**config.mk**
```make
export PLATFORM = sky130hd
export DESIGN_NAME = spi_master_link_flat
export DESIGN_NICKNAME = d
export VERILOG_FILES = /design/src/rtl/spi_master_link_pkg.sv /design/src/rtl/spi_master_link_if.sv /design/src/rtl/spi_master_link_clk_div.sv /design/src/rtl/spi_master_link.sv /design/src/flat_wrapper.sv
export SDC_FILE = /design/constraint.sdc
export NUM_CORES = 1
export LEC_CHECK = 0
export ABC_AREA = 1
export CAP_MARGIN = 10
export CORE_MARGIN = 2
export CORE_UTILIZATION = 48
export DETAILED_ROUTE_END_ITERATION = 6
export GPL_TIMING_DRIVEN = 0
export PLACE_DENSITY = 0.7
export SLEW_MARGIN = 25
export SYNTH_ARGS = -nofsm -noshare
export SYNTH_HDL_FRONTEND = slang
export SYNTH_SLANG_ARGS = --single-unit
```
**constraint.sdc**
```tcl
create_clock -name clk -period 1.4 [get_ports clk]
set_input_delay 0.35 -clock clk [delete_from_list [all_inputs] [get_ports clk]]
set_output_delay 0.35 -clock clk [all_outputs]
set_load 0.005 [all_outputs]
```
**src/rtl/spi_master_link_pkg.sv**
```systemverilog
// Shared SPI link definitions: FSM state encoding and the bus mode constants
// used by both the master and the slave receiver.
package spi_master_link_pkg;

  typedef enum logic [1:0] {IDLE, SETUP, XFER, HOLD} spi_state_t;

  // Mode 0: clock idles low, data sampled on the rising edge.
  localparam bit SPI_CPOL = 1'b0;
  localparam bit SPI_CPHA = 1'b0;

endpackage

```
**src/rtl/spi_master_link_if.sv**
```systemverilog
// Request/response handshake between the ALU/flag side and the SPI master.
//  tx_data/tx_valid  : word to send and request (master -> link)
//  tx_ready/busy     : link state (link -> master)
//  rx_data/rx_valid  : received word and its 1-cycle update strobe
interface spi_master_link_if #(
  parameter int FRAME_W = 8
);
  logic [FRAME_W-1:0] tx_data;
  logic               tx_valid;
  logic               tx_ready;
  logic               busy;
  logic [FRAME_W-1:0] rx_data;
  logic               rx_valid;

  modport master (output tx_data, tx_valid,
                  input  tx_ready, busy, rx_data, rx_valid);
  modport slave  (input  tx_data, tx_valid,
                  output tx_ready, busy, rx_data, rx_valid);
endinterface

```
**src/rtl/spi_master_link_clk_div.sv**
```systemverilog
// SCLK generator. Counts clk cycles only while enabled (XFER) and toggles
// sclk every CLK_DIV cycles, flagging which edge the toggle produces.
//  clk, reset : system clock, async active-high reset
//  en         : run the divider; when low the count and sclk are parked at idle
//  sclk       : registered SPI clock
//  rise_tick  : high in the cycle whose clk edge drives sclk high
//  fall_tick  : high in the cycle whose clk edge drives sclk low
module spi_master_link_clk_div
  import spi_master_link_pkg::*;
#(
  parameter int CLK_DIV = 4
) (
  input  logic clk,
  input  logic reset,
  input  logic en,
  output logic sclk,
  output logic rise_tick,
  output logic fall_tick
);
  localparam int DW = $clog2(CLK_DIV) + 1;

  logic [DW-1:0] div;
  logic          tc;

  assign tc        = en && (div == DW'(CLK_DIV - 1));
  assign rise_tick = tc && !sclk;
  assign fall_tick = tc &&  sclk;

  always_ff @(posedge clk or posedge reset) begin
    if (reset) begin
      div  <= '0;
      sclk <= SPI_CPOL;
    end else if (!en) begin
      div  <= '0;
      sclk <= SPI_CPOL;
    end else if (tc) begin
      div  <= '0;
      sclk <= ~sclk;
    end else begin
      div  <= div + DW'(1);
    end
  end
endmodule

```
**src/rtl/spi_master_link.sv**
```systemverilog
// SPI mode-0 master. Sends one FRAME_W-bit word MSB first on mosi and
// captures the peripheral's word from miso in the same frame.
//  clk, reset : system clock, async active-high reset
//  bus        : request/response handshake (slave modport)
//  sclk       : SPI clock, idle low
//  mosi       : SPI data out
//  miso       : SPI data in (sampled on the edge that drives sclk high)
//  ss_n       : chip select, active low
module spi_master_link
  import spi_master_link_pkg::*;
#(
  parameter int CLK_DIV  = 4,
  parameter int FRAME_W  = 8,
  parameter int CS_SETUP = 2
) (
  input  logic                clk,
  input  logic                reset,
  spi_master_link_if.slave    bus,
  output logic                sclk,
  output logic                mosi,
  input  logic                miso,
  output logic                ss_n
);
  localparam int CW = $clog2(CS_SETUP) + 1;
  localparam int BW = $clog2(FRAME_W) + 1;

  spi_state_t         state;
  logic [CW-1:0]      cs_cnt;
  logic [BW-1:0]      bit_cnt;
  logic [FRAME_W-1:0] tx_shift;
  logic [FRAME_W-1:0] rx_shift;
  logic [FRAME_W-1:0] rx_data;
  logic               rx_valid;
  logic               xfer_en;
  logic               rise_tick;
  logic               fall_tick;

  assign bus.tx_ready = (state == IDLE);
  assign bus.busy     = (state != IDLE);
  assign bus.rx_data  = rx_data;
  assign bus.rx_valid = rx_valid;
  assign xfer_en      = (state == XFER);

  spi_master_link_clk_div #(.CLK_DIV(CLK_DIV)) u_clk_div (
    .clk       (clk),
    .reset     (reset),
    .en        (xfer_en),
    .sclk      (sclk),
    .rise_tick (rise_tick),
    .fall_tick (fall_tick)
  );

  always_ff @(posedge clk or posedge reset) begin
    if (reset) begin
      state    <= IDLE;
      cs_cnt   <= '0;
      bit_cnt  <= '0;
      tx_shift <= '0;
      rx_shift <= '0;
      rx_data  <= '0;
      rx_valid <= 1'b0;
      ss_n     <= 1'b1;
      mosi     <= 1'b0;
    end else begin
      rx_valid <= 1'b0;
      case (state)
        IDLE: begin
          // tx_ready is implied by being in IDLE
          if (bus.tx_valid) begin
            state    <= SETUP;
            cs_cnt   <= '0;
            bit_cnt  <= '0;
            tx_shift <= bus.tx_data;
            ss_n     <= 1'b0;
            mosi     <= bus.tx_data[FRAME_W-1];
          end
        end
        SETUP: begin
          if (cs_cnt == CW'(CS_SETUP - 1)) begin
            state  <= XFER;
            cs_cnt <= '0;
          end else begin
            cs_cnt <= cs_cnt + CW'(1);
          end
        end
        XFER: begin
          if (rise_tick) begin
            rx_shift <= {rx_shift[FRAME_W-2:0], miso};
            bit_cnt  <= bit_cnt + BW'(1);
          end
          // bit_cnt already counts the rise just finished; the fall after the
          // last rise ends the transfer with sclk back low.
          if (fall_tick) begin
            if (bit_cnt < BW'(FRAME_W)) begin
              mosi     <= tx_shift[FRAME_W-2];
              tx_shift <= {tx_shift[FRAME_W-2:0], 1'b0};
            end else begin
              state  <= HOLD;
              cs_cnt <= '0;
            end
          end
        end
        HOLD: begin
          if (cs_cnt == CW'(CS_SETUP - 1)) begin
            state    <= IDLE;
            ss_n     <= 1'b1;
            mosi     <= 1'b0;
            rx_data  <= rx_shift;
            rx_valid <= 1'b1;
          end else begin
            cs_cnt <= cs_cnt + CW'(1);
          end
        end
        default: state <= IDLE;
      endcase
    end
  end
endmodule

```
**src/flat_wrapper.sv**
```systemverilog
// flat-port wrapper written by rule: the top's interface ports become plain ports
module spi_master_link_flat import spi_master_link_pkg::*;
#(
  parameter int CLK_DIV  = 4,
  parameter int FRAME_W  = 8,
  parameter int CS_SETUP = 2
)
  (clk, reset, sclk, mosi, miso, ss_n, bus_tx_data, bus_tx_valid, bus_tx_ready, bus_busy, bus_rx_data, bus_rx_valid);
  spi_master_link_if #(.FRAME_W(FRAME_W)) bus_i ();
  input  logic clk;
  input  logic reset;
  output logic sclk;
  output logic mosi;
  input  logic miso;
  output logic ss_n;
  input wire logic [$bits(bus_i.tx_data)-1:0] bus_tx_data;
  input wire logic [$bits(bus_i.tx_valid)-1:0] bus_tx_valid;
  output wire logic [$bits(bus_i.tx_ready)-1:0] bus_tx_ready;
  output wire logic [$bits(bus_i.busy)-1:0] bus_busy;
  output wire logic [$bits(bus_i.rx_data)-1:0] bus_rx_data;
  output wire logic [$bits(bus_i.rx_valid)-1:0] bus_rx_valid;
  assign bus_i.tx_data = bus_tx_data;
  assign bus_i.tx_valid = bus_tx_valid;
  assign bus_tx_ready = bus_i.tx_ready;
  assign bus_busy = bus_i.busy;
  assign bus_rx_data = bus_i.rx_data;
  assign bus_rx_valid = bus_i.rx_valid;
  spi_master_link #(.CLK_DIV(CLK_DIV), .FRAME_W(FRAME_W), .CS_SETUP(CS_SETUP)) u_core (.clk(clk), .reset(reset), .bus(bus_i), .sclk(sclk), .mosi(mosi), .miso(miso), .ss_n(ss_n));
endmodule
```
==> metrics.md, run 1 <==
| Metric | Value |
|---|---|
| DRT Pass-1 Iters | `4` |
| H-tree Lvls | `2` |
| Grt total ovfl | `0` |
| DR vias | `approximately 1,600` |
| CTS tree | `done` |
| FF+latch area | `about 950 µm²` |
| Arr. time, crit path | `1.68 ns` |
| Post-Synth XOR/XNOR Area | `less than 1%` |
| Warning count from the yosys run | `0` |
| Crit start category | `flop` |
| R2r setup slk | `-0.1 ns` |
| Die area | `between 4000 and 5000 µm²` |
| WL per Instance | `12.0 µm` |
| FP Rows | `22` |
| Synth top area share | `about half` |
| Final Non-Filler Cells | `around 320` |
| Area share of fa/ha/maj cells after synthesis | `5.38%` |
| DRT iter0 DRCs | `48` |
| Compound-Gate Fraction of Synth Area | `under 10%` |
| Routed WL | `about 3900 µm` |
| Peak supply drop | `around 1200 µV` |
| Critical-path top delay cell | `dfrtp_1` |
| Hold Crit Class | `input port to asynchronous set/reset pin` |
| Period minus WS final | `1.50 ns` |
| Crit-path max cell delay | `approximately 0.42 ns` |
| Clk_lat worst skew | `roughly 0.30 ns` |
| WP buf/inv | `2` |
| Fmax achieved | `~0.67 GHz` |
| Lkg Pwr | `about 1.4 nW` |
| Critical path, cell by cell | `buf_6, ha_4, buf_8, o21ai_1, nand3_4, nand2_1, nand2_1` |
| Synth area leader | `dfrtp_1` |
| Largest cells by area after synthesis | `dfrtp_1 (50%), nand2_1 (17%), ha_1 (5.4%), inv_1 (4.8%), o21ai_0 (4.0%)` |
| First-pass GRT wire length | `between 6000 and 7000 µm` |
| I/O pins | `26` |
| Critical path class | `flop to flop` |
| Total CTS buffers | `5` |
| Die height | `around 66 µm` |
| Status | `finished with violations` |
| Antenna Nets Post-Route | `0` |
| Area of the multi-input gates | `between 800 and 900 µm²` |
| Top delay family on crit path | `flip-flops` |
| P&R area growth vs syn | `38.0%` |
| Gate Count Post-Synth | `approximately 220` |
| Final slew viol count | `0` |
| Max Cap Viol | `0` |
| Unrepaired setup endpoints after global routing | `yes` |
| Synthesized area | `approximately 1900 µm²` |
| Most used cell, CP | `nand2_1` |
| Main combinational cell family by area after synthesis | `simple AND/OR/NAND/NOR gates` |
| Largest net degree at the start of global routing | `30` |
| Initial antenna violation count | `0` |
| Syn Nets | `about 240` |
| Number of global-route vias before repair | `between 1,500 and 2,000` |
| PD cells | `~1900 nW/µm²` |
| Simple logic cell fraction of the synthesized area | `roughly 28%` |
| Crit path capture type | `flop` |
| Fin. Hold Viols | `0` |
| Clock root buffer | `clkbuf_8` |
| Antenna diodes | `0` |
| RD Place Congestion | `0.845` |
| Violated checks | `negative setup slack` |
| Share of cells above drive strength 1 | `around a quarter` |
| IO Port Bufs | `25` |
| Met1 Use GR | `between 20% and 30%` |
| Final-layout fill cell count | `about 290` |
| Final nets | `around 290` |
| Yosys reg bits | `38` |
| Setup tns final | `-0.971 ns` |
| Worst slew pin tran | `slightly above 0.3 ns` |
| Dpl hpwl | `2430 µm` |
| Final Worst Setup Slack | `-0.0970 ns` |
| CORE AREA | `3690 µm²` |
| Drt via density | `between 4 and 5` |
| Clock Skew | `about 0.0054 ns` |
| Register area share after synthesis | `approximately 51%` |
| Final setup viols | `17` |
| Worst EP required | `1.59 ns` |
| Clock buffer depth | `2` |
| Clock Sink Count | `38` |
| Synth cell types | `23` |
| Placed instance count | `297` |
| Die X | `66.2 µm` |
| Avg Inst Size Synth | `roughly 8.3 µm²` |
| Met2 Resource Use GR | `35.0%` |
| Met3 Usage GRT | `5.62%` |
| Crit path max fanout | `7` |
| Initial Util | `about half` |
| Placement Setup Slack | `-0.312 ns` |
| Final Core Density | `slightly below 70%` |
| Final worst path period share | `107%` |
| Mux cell area share after synthesis | `0%` |
| Slew margin rel. | `approximately 80%` |
| GR peak layer | `met2` |
| # DRC | `0` |
| CTS Hold Bufs | `0` |
| GRT Total Usage | `between 20% and 30%` |
| Clock slew at the register clock pins of the worst setup and hold paths | `~0.08 ns` |
-- final timing paths --
check | startpoint | to | cells past startpoint
min | reset | u_core.bus.rx_data[4] | 2
max in group asynchronous | reset | u_core.tx_shift[3] | 3
min in group clk | u_core.u_clk_div.div[0] | u_core.u_clk_div.div[0] | 1
min reg2reg | u_core.u_clk_div.div[0] | u_core.u_clk_div.div[0] | 1
max | u_core.state[1] | u_core.tx_shift[1] | 7
max reg2reg | u_core.state[1] | u_core.tx_shift[1] | 7
-- cells in the mapped netlist --
cell / instances
nand2_1: 83
dfrtp_1: 37
inv_1: 24
o21ai_0: 15
nand3_1: 11
nor2_1: 10
o21ai_1: 10
ha_1: 8
a21oi_1: 3
nand2_2: 3
nand2_4: 3
buf_2: 2
buf_6: 2
inv_2: 2
nor2_4: 2
clkbuf_1: 1
dfstp_2: 1
inv_4: 1
nand3_2: 1
nand3_4: 1
nand4_1: 1
nor3_1: 1
xor2_1: 1
-- cells by family (layout without fill, tap and decap cells) --
| family | after synthesis | in the layout |
|---|---|---|
| buffers and inverters | 32 | 82 |
| XOR/XNOR | 1 | 1 |
| adder cells (fa/ha/maj) | 8 | 8 |
| flip-flops | 38 | 38 |
| AO/OA/AOI/OAI | 28 | 28 |
| AND/OR/NAND/NOR | 116 | 116 |
-- sequential cells by signal, indices dropped and copies added, names as in the netlist --
name and flops:
u_core.mosi 1, u_core.ss_n 1, u_core.u_clk_div.sclk 1, u_core.bus.rx_valid 1
u_core.state 2, u_core.bit_cnt 4, u_core.u_clk_div.div 3, u_core.bus.rx_data 8
u_core.rx_shift 8, u_core.tx_shift 7, u_core.cs_cnt 2
-- routing by layer --
layer / part of all wire [%] / wire length, µm
met1: 45 / 1730
met2: 49 / 1890
met3: 3.5 / 134
met4: 2.7 / 103
met5: 0 / 0
-- through the flow --
| stage | total power [mW] | cell area [µm²] | hold slack [ns] |
|---|---|---|---|
| after CTS | 4.73 | 2490 | 0.286 |
| final | 4.89 | 2560 | 0.286 |
| after global routing | 5.28 | 2560 | 0.295 |
| after detailed placement | 3.27 | 2190 | 0.424 |
| after global placement | 3.24 | 2170 | 0.426 |
| after floorplan | 2.77 | 1860 | 0.410 |
-- what timing repair did --
action / 4_1_cts / 5_1_grt
buffers inserted: 13 / 1
pin swaps: 6 / 6
endpoints found under the hold margin: 0 / 0
gates cloned: 1 / 1
setup endpoints to repair: 45 / 26
gates resized for setup: 41 / 24
-- cell usage in the layout (no fill, tap or decap), types with 3 or more instances in the layout --
master and n:
inv_2 6, nor2_1 7, ha_1 5, dlygate4sd2_1 11
nand3_1 9, buf_4 12, buf_6 7, o21ai_0 11
dfrtp_1 37, o21ai_1 13, nand2_1 75, nand2_2 7
clkbuf_8 6, clkdlybuf4s50_1 11, inv_1 20, nor2_4 3
nand2_4 7
-- cell type report --
type | count | area share (%)
tap | 48 | 2.34
clock inverter | 2 | 2.34
buffer | 5 | 1.71
clock buffer | 6 | 3.22
inverter | 27 | 4.05
sequential | 38 | 37.1
multi-input combinational | 153 | 34.1
timing repair buffer | 42 | 15.1
-- power by group --
group / switching [mW] / total, mW / internal, mW
sequential: 0.130 / 1.48 / 1.35
combinational: 1.31 / 2.25 / 0.940
clock: 0.404 / 1.16 / 0.760
total: 1.84 / 4.89 / 3.05
(Power assumes the default switching activity.)
==> run 2: changes to the inputs <==
--- a/config.mk
+++ b/config.mk
@@ -8,10 +8,10 @@
 export ABC_AREA = 1
 export CAP_MARGIN = 10
 export CORE_MARGIN = 2
-export CORE_UTILIZATION = 48
+export CORE_UTILIZATION = 35
 export DETAILED_ROUTE_END_ITERATION = 6
 export GPL_TIMING_DRIVEN = 0
-export PLACE_DENSITY = 0.7
+export PLACE_DENSITY = 0.6
 export SLEW_MARGIN = 25
 export SYNTH_ARGS = -nofsm -noshare
 export SYNTH_HDL_FRONTEND = slang
==> metrics.md, run 2 (synthesis gave the netlist of run 1 again) <==
| Metric | Value |
|---|---|
| Final nets | `~290` |
| Unrepaired setup endpoints after global routing | `yes` |
| GRT Total Usage | `roughly 14%` |
| Largest net degree at the start of global routing | `21` |
| IO Port Bufs | `25` |
| Hold Slack | `around 0.38 ns` |
| Worst r2r src | `u_core.state[0]` |
| Placed instance count | `~320` |
| Max Cap Viol | `0` |
| Critical path, cell by cell | `inv_2, ha_4, inv_2, buf_6` |
| Final Non-Filler Cells | `between 300 and 400` |
| Clock Sink Count | `38` |
| First-pass GRT wire length | `6670 µm` |
| Switch share | `between 30% and 40%` |
| Antenna diodes | `0` |
| Net Switching | `about 1.8 mW` |
| FP Rows | `26` |
| Fin. Hold Viols | `0` |
| Clock network power share | `24.1%` |
| Crit-path max cell delay | `approximately 0.42 ns` |
| DR vias | `approximately 1,500` |
| Die X | `between 70 and 80 µm` |
| Lkg Pwr | `1.34 nW` |
| Final slew viol count | `0` |
| Clock slew at the register clock pins of the worst setup and hold paths | `0.09 ns` |
| Critical-path top delay cell | `dfrtp_1` |
| Routed WL | `3840 µm` |
| I/O pins | `26` |
| Pwr Total | `roughly 4.7 mW` |
| Worst slew pin tran | `between 0.4 and 0.5 ns` |
| Dpl hpwl | `~2600 µm` |
| Wl on met1 | `between 1500 and 2000 µm` |
| Crit path capture type | `output port` |
| PD cells | `about 1900 nW/µm²` |
| Placement Setup Slack | `-0.284 ns` |
| Die height | `between 70 and 80 µm` |
| Crit path max fanout | `5` |
| Total CTS buffers | `5` |
| CTS Hold Bufs | `0` |
| RD Place Congestion | `between 0.7 and 0.8` |
| DRT Pass-1 Iters | `4` |
| WL per Instance | `between 10 and 15 µm` |
| Violated checks | `negative setup slack` |
| Crit start category | `flop` |
| Commonest non-fill, non-tap cell in the layout | `nand2_1` |
| H-tree Lvls | `2` |
| P&R area growth vs syn | `36.5%` |
| FF-to-FF path depth | `10` |
| Met2 WL post-DR | `1850 µm` |
| Share of cells above drive strength 1 | `a little under a quarter` |
| Clock Skew | `0.00910 ns` |
| Clock buffer depth | `2` |
| Final Worst Setup Slack | `-0.104 ns` |
| Antenna Nets Post-Route | `0` |
| Status | `finished with violations` |
| Slew margin rel. | `~69%` |
| Drt via density | `about 4.5` |
| Most used cell, CP | `inv_2` |
| Final setup viols | `15` |
| Internal power | `around 2.9 mW` |
| Fmax achieved | `0.665 GHz` |
| Hold Crit Class | `input port to asynchronous set/reset pin` |
| Period minus WS final | `between 1.5 and 2 ns` |
| Area of the multi-input gates | `roughly 860 µm²` |
| Die area | `5910 µm²` |
| R2r setup slk | `-0.06 ns` |
| Grt total ovfl | `0` |
| Initial antenna violation count | `0` |
| FF-to-FF End | `u_core.tx_shift[2]` |
| Worst EP required | `between 1 and 1.5 ns` |
| Clock root buffer | `clkbuf_8` |
| Reg power frac | `roughly a third` |
| Logic gate share of total power | `between 40% and 50%` |
| Critical path class | `flop to output port` |
| DR top layer | `met4` |
| Commonest cells after routing, fill and taps aside | `nand2_1 (79), dfrtp_1 (37), inv_1 (20)` |
| CORE AREA | `slightly above 5000 µm²` |
| # DRC | `0` |
| Met3 WL | `about 130 µm` |
| CTS tree | `done` |
| Top flop regs | `u_core.bus.rx_data: 8 flops, u_core.rx_shift: 8 flops, u_core.tx_shift: 7 flops` |
| Clk_lat worst skew | `between 0.2 and 0.3 ns` |
| Peak supply drop | `roughly 840 µV` |
| Arr. time, crit path | `between 1 and 1.5 ns` |
| Number of global-route vias before repair | `roughly 1,400` |
| FF+latch area | `~950 µm²` |
| DRT iter0 DRCs | `~80` |
| Final-layout fill cell count | `500` |
| Initial Util | `between 30% and 40%` |
| Final worst path period share | `107%` |
run 2: changes by cell type in the layout (fill, tap and decap cells not counted), moves of 2 or more:
cell	previous run	this run
buf_2	2	4
buf_4	12	8
nand2_1	75	79
nand2_2	7	5
nand2_4	7	5
run 2: power by group through the flow:
| stage | sequential (mW) | combinational [mW] | clock, mW |
|---|---|---|---|
| 3_3_place_gp | 1.50 | 1.76 | 0 |
| 5_1_grt | 1.52 | 2.36 | 1.22 |
| 4_1_cts | 1.49 | 1.98 | 1.16 |
| 6_report | 1.48 | 2.08 | 1.13 |
| 3_5_place_dp | 1.51 | 1.78 | 0 |
| 2_1_floorplan | 1.48 | 1.29 | 0 |
run 2: layer usage:
metal / GRT usage [%] / up-vias
li1: - / 784
met2: 21.8 / 23
met5: 0 / -
met3: 3.76 / 6
met1: 18.6 / 706
met4: 6.18 / 0
run 2: how the worst max path moves through the flow:
stage,slack (ns),start,endpoint,cells after the start
finish,-0.10,u_core.state[0],bus_busy,4
detailed placement,-0.28,u_core.state[0],bus_tx_ready,3
CTS,-0.11,u_core.state[0],bus_busy,4
floorplan,0.06,u_core.state[0],u_core.tx_shift[0],10
global route,-0.17,u_core.state[0],u_core.cs_cnt[0],8
global placement,-0.68,reset,u_core.tx_shift[6],2
run 2: layout make-up:
cell class,instances,share of cell area [%]
clock buffer,5,2.71
tap,70,3.45
sequential,38,37.5
clock inverter,3,2.71
multi-input combinational,153,34.0
timing repair buffer,38,13.9
buffer,5,1.48
inverter,27,4.19
run 2: critical path: cells and delay by family, from the launching register on:
| family | cells | cell delay [ns] |
|---|---|---|
| flip-flops | 1 | 0.42 |
| buffers and inverters | 3 | 0.25 |
| adder cells (fa/ha/maj) | 1 | 0.18 |
run 2: timing repair:
item | 4_1_cts | 5_1_grt
gates resized for setup | 39 | 17
buffers inserted | 10 | 1
cloned | 1 | 0
pin swaps | 9 | 3
endpoints found under the setup margin | 48 | 28
run 2: per-stage QoR:
stage               utilization, %  setup TNS [ns]  instance area [µm²]
floorplan                        -               0                 1860
global placement              43.0          -28.19                 2200
detailed placement            43.6           -2.80                 2220
CTS                           48.7          -0.716                 2490
global route                  49.7           -2.10                 2540
finish                        49.7          -0.694                 2540
